## config.mk

```make
export PLATFORM = sky130hd
export DESIGN_NAME = data_mem_arbiter
export DESIGN_NICKNAME = d
export VERILOG_FILES = /design/src/rtl/data_mem_pkg.sv /design/src/rtl/data_mem_arbiter_rr.sv /design/src/rtl/data_mem_arbiter.sv
export SDC_FILE = /design/constraint.sdc
export NUM_CORES = 1
export LEC_CHECK = 0
export ABC_AREA = 1
export CAP_MARGIN = 10
export CORE_MARGIN = 5
export CORE_UTILIZATION = 43
export CTS_BUF_LIST = sky130_fd_sc_hd__clkbuf_4 sky130_fd_sc_hd__clkbuf_8
export CTS_CLUSTER_DIAMETER = 200
export CTS_CLUSTER_SIZE = 24
export DETAILED_ROUTE_END_ITERATION = 12
export GPL_ROUTABILITY_DRIVEN = 0
export GPL_TIMING_DRIVEN = 0
export PLACE_DENSITY = 0.95
export SLEW_MARGIN = 20
export SYNTH_ARGS = -nofsm -noshare
export SYNTH_HDL_FRONTEND = slang
export SYNTH_SLANG_ARGS = --single-unit
export TNS_END_PERCENT = 5
```

## constraint.sdc

```tcl
create_clock -name clk -period 5.3 [get_ports clk]
set_input_delay 0.795 -clock clk [delete_from_list [all_inputs] [get_ports clk]]
set_output_delay 0.795 -clock clk [all_outputs]
set_load 0.1 [all_outputs]
```

## src/rtl/data_mem_pkg.sv

```systemverilog
// Shared definitions for the data_mem arbiter: sign_mask codes, FSM states
// and the access alignment rule.
package data_mem_pkg;

    localparam logic [3:0] SM_BYTE   = 4'b0001;
    localparam logic [3:0] SM_HALF   = 4'b0011;
    localparam logic [3:0] SM_WORD   = 4'b0111;
    localparam logic [3:0] SM_SIGNED = 4'b1000;

    typedef enum logic [1:0] {
        ST_IDLE,
        ST_ISSUE,
        ST_WAIT,
        ST_RESP
    } arb_state_t;

    // Unknown size codes are reported as misaligned so they never reach memory.
    function automatic logic is_misaligned(input logic [3:0] sign_mask,
                                           input logic [1:0] addr_lsb);
        logic [3:0] size_code;
        size_code = sign_mask & ~SM_SIGNED;
        case (size_code)
            SM_BYTE: is_misaligned = 1'b0;
            SM_HALF: is_misaligned = addr_lsb[0];
            SM_WORD: is_misaligned = |addr_lsb;
            default: is_misaligned = 1'b1;
        endcase
    endfunction

endpackage

```

## src/rtl/data_mem_arbiter_rr.sv

```systemverilog
// Two-way combinational round-robin grant: a lone requester always wins,
// on a tie the port that was not served last wins.
module rr_arbiter2 (
    input  logic [1:0] valid,
    input  logic       last,
    output logic [1:0] grant
);

    // NOTE: every output of a combinational block gets a default first so
    // that no path through the case leaves it unassigned (no latch).
    always_comb begin
        grant = 2'b00;
        case (valid)
            2'b01:   grant = 2'b01;
            2'b10:   grant = 2'b10;
            2'b11:   grant = last ? 2'b01 : 2'b10;
            default: grant = 2'b00;
        endcase
    end

endmodule

```

## src/rtl/data_mem_arbiter.sv

```systemverilog
// Two-port round-robin arbiter and access sequencer in front of data_mem.
// Optional WAIT timeout compiled in with `define DATA_MEM_ARB_TIMEOUT_EN.
module data_mem_arbiter
    import data_mem_pkg::*;
#(
    parameter int TIMEOUT_CYCLES = 64,
    parameter int TIMEOUT_W      = 8
) (
    input  logic        clk,
    input  logic        rst_n,

    input  logic        req0_valid,
    output logic        req0_ready,
    input  logic        req0_we,
    input  logic [31:0] req0_addr,
    input  logic [31:0] req0_wdata,
    input  logic [3:0]  req0_sign_mask,
    output logic        rsp0_valid,
    output logic [31:0] rsp0_rdata,
    output logic        rsp0_err,

    input  logic        req1_valid,
    output logic        req1_ready,
    input  logic        req1_we,
    input  logic [31:0] req1_addr,
    input  logic [31:0] req1_wdata,
    input  logic [3:0]  req1_sign_mask,
    output logic        rsp1_valid,
    output logic [31:0] rsp1_rdata,
    output logic        rsp1_err,

    output logic [31:0] mem_addr,
    output logic [31:0] mem_write_data,
    output logic        mem_memread,
    output logic        mem_memwrite,
    output logic [3:0]  mem_sign_mask,
    input  logic [31:0] mem_read_data,
    input  logic        mem_clk_stall,

    output logic        busy
);

    arb_state_t  state, state_next;
    logic        last_q;
    logic        port_q;
    logic        we_q;
    logic        err_q;
    logic [31:0] rdata_q;

    logic [1:0]  grant;
    logic        accept;
    logic        acc_port;
    logic        acc_we;
    logic [31:0] acc_addr;
    logic [31:0] acc_wdata;
    logic [3:0]  acc_sign_mask;
    logic        acc_misaligned;
    logic        timeout_hit;

    rr_arbiter2 u_rr (
        .valid (state == ST_IDLE ? {req1_valid, req0_valid} : 2'b00),
        .last  (last_q),
        .grant (grant)
    );

    assign accept = |grant;

    always_comb begin
        acc_port       = grant[1];
        acc_we         = acc_port ? req1_we        : req0_we;
        acc_addr       = acc_port ? req1_addr      : req0_addr;
        acc_wdata      = acc_port ? req1_wdata     : req0_wdata;
        acc_sign_mask  = acc_port ? req1_sign_mask : req0_sign_mask;
        acc_misaligned = is_misaligned(acc_sign_mask, acc_addr[1:0]);
    end

`ifdef DATA_MEM_ARB_TIMEOUT_EN
    logic [TIMEOUT_W-1:0] wait_cnt;

    // Cleared while in ISSUE so the count starts at zero on the first WAIT cycle.
    always_ff @(posedge clk or negedge rst_n) begin
        if (!rst_n) begin
            wait_cnt <= '0;
        end else if (state == ST_ISSUE) begin
            wait_cnt <= '0;
        end else if (state == ST_WAIT) begin
            wait_cnt <= wait_cnt + 1'b1;
        end
    end

    assign timeout_hit = (wait_cnt == TIMEOUT_W'(TIMEOUT_CYCLES - 1));
`else
    logic unused_timeout_cfg;
    assign unused_timeout_cfg = ^{TIMEOUT_CYCLES, TIMEOUT_W};
    assign timeout_hit        = 1'b0;
`endif

    // NOTE: state and datapath registers use non-blocking assignments so every
    // flop samples the pre-edge values, independent of statement order.
    always_ff @(posedge clk or negedge rst_n) begin
        if (!rst_n) begin
            state <= ST_IDLE;
        end else begin
            state <= state_next;
        end
    end

    // Strobes decode from the state register alone, so they fall with reset.
    always_comb begin
        state_next   = state;
        mem_memread  = 1'b0;
        mem_memwrite = 1'b0;
        case (state)
            ST_IDLE: begin
                if (accept) begin
                    state_next = acc_misaligned ? ST_RESP : ST_ISSUE;
                end
            end
            ST_ISSUE: begin
                mem_memread  = !we_q;
                mem_memwrite = we_q;
                state_next   = ST_WAIT;
            end
            ST_WAIT: begin
                if (!mem_clk_stall || timeout_hit) begin
                    state_next = ST_RESP;
                end
            end
            ST_RESP: begin
                state_next = ST_IDLE;
            end
            default: begin
                state_next = ST_IDLE;
            end
        endcase
    end

    // NOTE: every datapath flop, including the memory-facing operand
    // registers, has an explicit reset value so outputs are defined after reset.
    always_ff @(posedge clk or negedge rst_n) begin
        if (!rst_n) begin
            last_q         <= 1'b1;
            port_q         <= 1'b0;
            we_q           <= 1'b0;
            err_q          <= 1'b0;
            rdata_q        <= '0;
            mem_addr       <= '0;
            mem_write_data <= '0;
            mem_sign_mask  <= '0;
        end else begin
            if (accept) begin
                last_q  <= acc_port;
                port_q  <= acc_port;
                we_q    <= acc_we;
                err_q   <= acc_misaligned;
                rdata_q <= '0;
                // Misaligned requests never touch the memory bus.
                if (!acc_misaligned) begin
                    mem_addr       <= acc_addr;
                    mem_write_data <= acc_wdata;
                    mem_sign_mask  <= acc_sign_mask;
                end
            end
            if (state == ST_WAIT) begin
                if (!mem_clk_stall) begin
                    if (!we_q) begin
                        rdata_q <= mem_read_data;
                    end
                end else if (timeout_hit) begin
                    err_q <= 1'b1;
                end
            end
        end
    end

    assign busy       = (state != ST_IDLE);
    assign req0_ready = grant[0];
    assign req1_ready = grant[1];

    assign rsp0_valid = (state == ST_RESP) && !port_q;
    assign rsp1_valid = (state == ST_RESP) &&  port_q;
    assign rsp0_err   = rsp0_valid & err_q;
    assign rsp1_err   = rsp1_valid & err_q;
    assign rsp0_rdata = rsp0_valid ? rdata_q : '0;
    assign rsp1_rdata = rsp1_valid ? rdata_q : '0;

endmodule

```

==> results.json <==
{
  "outcome": "finished, final reports clean",
  "seq_area_um2": 2650,
  "synthArstFlopShare_pct": 100,
  "drt_iter0_drc": 403,
  "power_leakage_nw": 4.49,
  "hpwl_um": 17300,
  "finalWirelength_um": 21800,
  "postRouteAntennaNets": 0,
  "setup_viol": 0,
  "grt_antenna_before_repair": 0,
  "synth-edff-count": 0,
  "period_share_pct": 81.1,
  "fillers": 1012,
  "dr_total_vias": 6775,
  "r2r-start": "state[1]$_DFFE_PN0P_",
  "worst_pin_slew_ps": 1090,
  "power.total_mw": 6.15,
  "ys.warnings.count": 0,
  "cp.required_ps": 4510,
  "synth_top_area_share_pct": 45.9,
  "crit_type": "in -> out",
  "crit_top_cell": "clkdlybuf4s50_1",
  "critical_path_buf_inv_count": 6,
  "cts_hold_buf": 0,
  "start_util_pct": 43.5,
  "grt_start_max_net_pins": 58,
  "rsz0062_at_grt": "false",
  "fin_worst_skew_ps": 20.5,
  "critPathSlowestCell": "clkdlybuf4s50_1",
  "grt-ovfl-total": 0,
  "crit_family": "buffers and inverters",
  "synth.top_cells.by_area": "dfrtp_1 46%, nand2_1 25%, nand4_1 7.3%, nand3_1 5.9%, nor2_1 4.7%",
  "end_kind": "output pin",
  "ys_types": 23,
  "cts_sinks": 106,
  "vias_per_cell": 5.08,
  "synth-seq-area-share_pct": 46.4,
  "timing.reg2reg.setup_slack_ps": 2430,
  "fin_tns_setup_ps": 0,
  "synthCells": 826,
  "post-place-cells": 1318,
  "drc": 0,
  "yosysTopAreaCell": "dfrtp_1",
  "synth_seq_cells": 106,
  "io_buffers": 315,
  "hold_violations": 0,
  "rr_endpoint": "mem_addr[5]$_DFFE_PN0P_",
  "layout_setup_ws_ps": 1000,
  "path_clk_slew_ps": 120,
  "vdd_ir_drop_max_mv": 0.383,
  "max_freq_mhz": 233,
  "cap_viol_max_count": 0,
  "clock_latency_ps": 370,
  "syn_to_final_growth_pct": 62.7,
  "pre_cts_slack_ps": 979,
  "drtPass1Iterations": 5,
  "p_per_area_nw_per_um2": 661,
  "post-cts-setup-buffer-count": 0,
  "diodes": 0,
  "hold_path.class": "in -> async",
  "layout.nets": 1333,
  "grt_pass1_wl_um": 34000,
  "avgSynthCellArea_um2": 6.93,
  "drive_gt1_share_pct": 2.76,
  "r2r_cells": 12,
  "fin_crit_ps": 4300,
  "first_global_vias": 6669,
  "synth_fp_nets": 1006,
  "die_w_um": 125,
  "slew_viol_final": 0,
  "cp-start-kind": "input pin",
  "htree_levels": 3,
  "core_um2": 13100,
  "critPathMaxFanout": 10,
  "highest_layer": "met4",
  "detail_route.wl_per_cell_um": 16.4,
  "wl_met2_um": 11300,
  "synth_ff_type": "dfrtp_1",
  "fin_cells": 1334,
  "relSlewSlack_pct": 27.3,
  "die_y_um": 125,
  "cts_resized": 0,
  "cts.path.max_buffers": 2,
  "cp.arrival_ps": 3500,
  "crit_path_max_incr_delay_ps": 1210,
  "numCtsBuffers": 9,
  "path_cells": "clkdlybuf4s50_1 -> nand2_1 -> clkinv_1 -> o21ai_4 -> inv_1 -> buf_2 -> buf_1 -> clkdlybuf4s50_1",
  "synthesis.area_um2": 5720,
  "ios": 316,
  "dieArea_um2": 15700,
  "met3WireLength_um": 2080,
  "wl_met1_um": 7860,
  "holdWs_ps": 340,
  "clock_tree.root_cell": "clkbuf_8",
  "gr-usage-all-layers_pct": 26.7,
  "rows": 42,
  "cts_tree": "done",
  "multi_input_area_um2": 2610
}
-- report_power, final --
| group | leakage (nW) | switching (mW) | total (mW) | internal, mW |
|---|---|---|---|---|
| logic | 3.04 | 3.35 | 4.31 | 0.962 |
| clock network | 0.0933 | 0.293 | 0.485 | 0.193 |
| registers | 1.36 | 0.194 | 1.35 | 1.15 |
-- worst register-to-register path, cell delays in order (launching register included) --
cell	delay, ps
dfrtp_1	420
inv_1	100
ha_1	210
nand2_1	150
nand2_1	280
nand3_1	190
nand2_1	180
a21oi_2	450
nand3_2	230
buf_2	270
buf_6	170
nand2_1	50
nand2_1	50
-- synthesized netlist by cell type, types with 2 or more instances --
library cell / number
o21ai_0: 5
dfrtp_1: 105
nand3_1: 68
nand2_1: 381
inv_1: 51
buf_1: 7
clkbuf_1: 46
buf_6: 2
buf_2: 5
ha_1: 5
nor2_1: 72
nand4_1: 67
buf_4: 2
-- registers in the layout, summed over array words and instances, names as in the netlist --
signal and cells:
err_q 1, last_q 1, mem_addr 32, mem_sign_mask 4, mem_write_data 32, port_q 1, rdata_q 32, state 2
we_q 1
-- area by class of cell --
| cell class | count | area share (%) |
|---|---|---|
| inverter | 52 | 2.10 |
| tap | 176 | 2.37 |
| buffer | 62 | 2.81 |
| clock buffer | 11 | 1.56 |
| clock inverter | 5 | 0.417 |
| sequential | 106 | 28.5 |
| timing repair buffer | 316 | 34.2 |
| multi-input combinational | 606 | 28.0 |
-- routing by layer --
metal	track usage, %	vias up
li1	-	3258
met1	29.8	3111
met2	48.6	349
met3	7.04	57
met4	10.5	0
met5	0	-
-- layout by cell type (no fill, tap or decap) --
cell type and count:
buf_2 5, clkinv_2 1, nand3_2 1, clkbuf_1 46, buf_16 1, nand2_1 381, inv_6 1, o21ai_1 1
nor2_1 72, nor3_1 1, a21oi_1 1, buf_1 7, clkdlybuf4s50_1 314, nand2_2 1, clkinv_1 1, clkbuf_4 1
ha_1 5, o21ai_0 5, a21oi_2 1, nand3_1 68, buf_6 3, a31oi_1 1, dfrtp_1 105, clkinv_4 2
nand4_1 67, dfstp_2 1, inv_1 51, o21ai_4 1, buf_4 2, clkbuf_8 10, clkinvlp_4 1
-- worst max-delay path by stage --
stage / from / depth (start not counted) / slack, ps / endpoint
global route: req1_valid / 8 / 820 / req1_ready
CTS: req1_valid / 8 / 980 / req1_ready
global placement: rst_n / 1 / -570 / mem_write_data[11]$_DFFE_PN0P_
floorplan: req0_valid / 5 / 2250 / req1_ready
finish: req1_valid / 8 / 1000 / req1_ready
detailed placement: req1_valid / 8 / 980 / req1_ready
-- kinds of logic (layout without fill, tap and decap cells) --
kind of cell / Yosys count / in the layout / share of synthesized area [%]
adders and majority gates: 5 / 5 / 1.09
DFF: 106 / 106 / 46.4
and+or+nand+nor: 591 / 591 / 43.4
AOI/OAI and AO/OA: 10 / 10 / 1.16
buffers and inverters: 114 / 446 / 7.98
-- through the flow --
step           cell area, µm²  util, %
5_1_grt                  9310     70.8
4_1_cts                  9310     70.8
6_report                 9310     70.8
3_3_place_gp             9090     69.2
2_1_floorplan            5720        -
3_5_place_dp             9120     69.4
(Power assumes the default switching activity.)
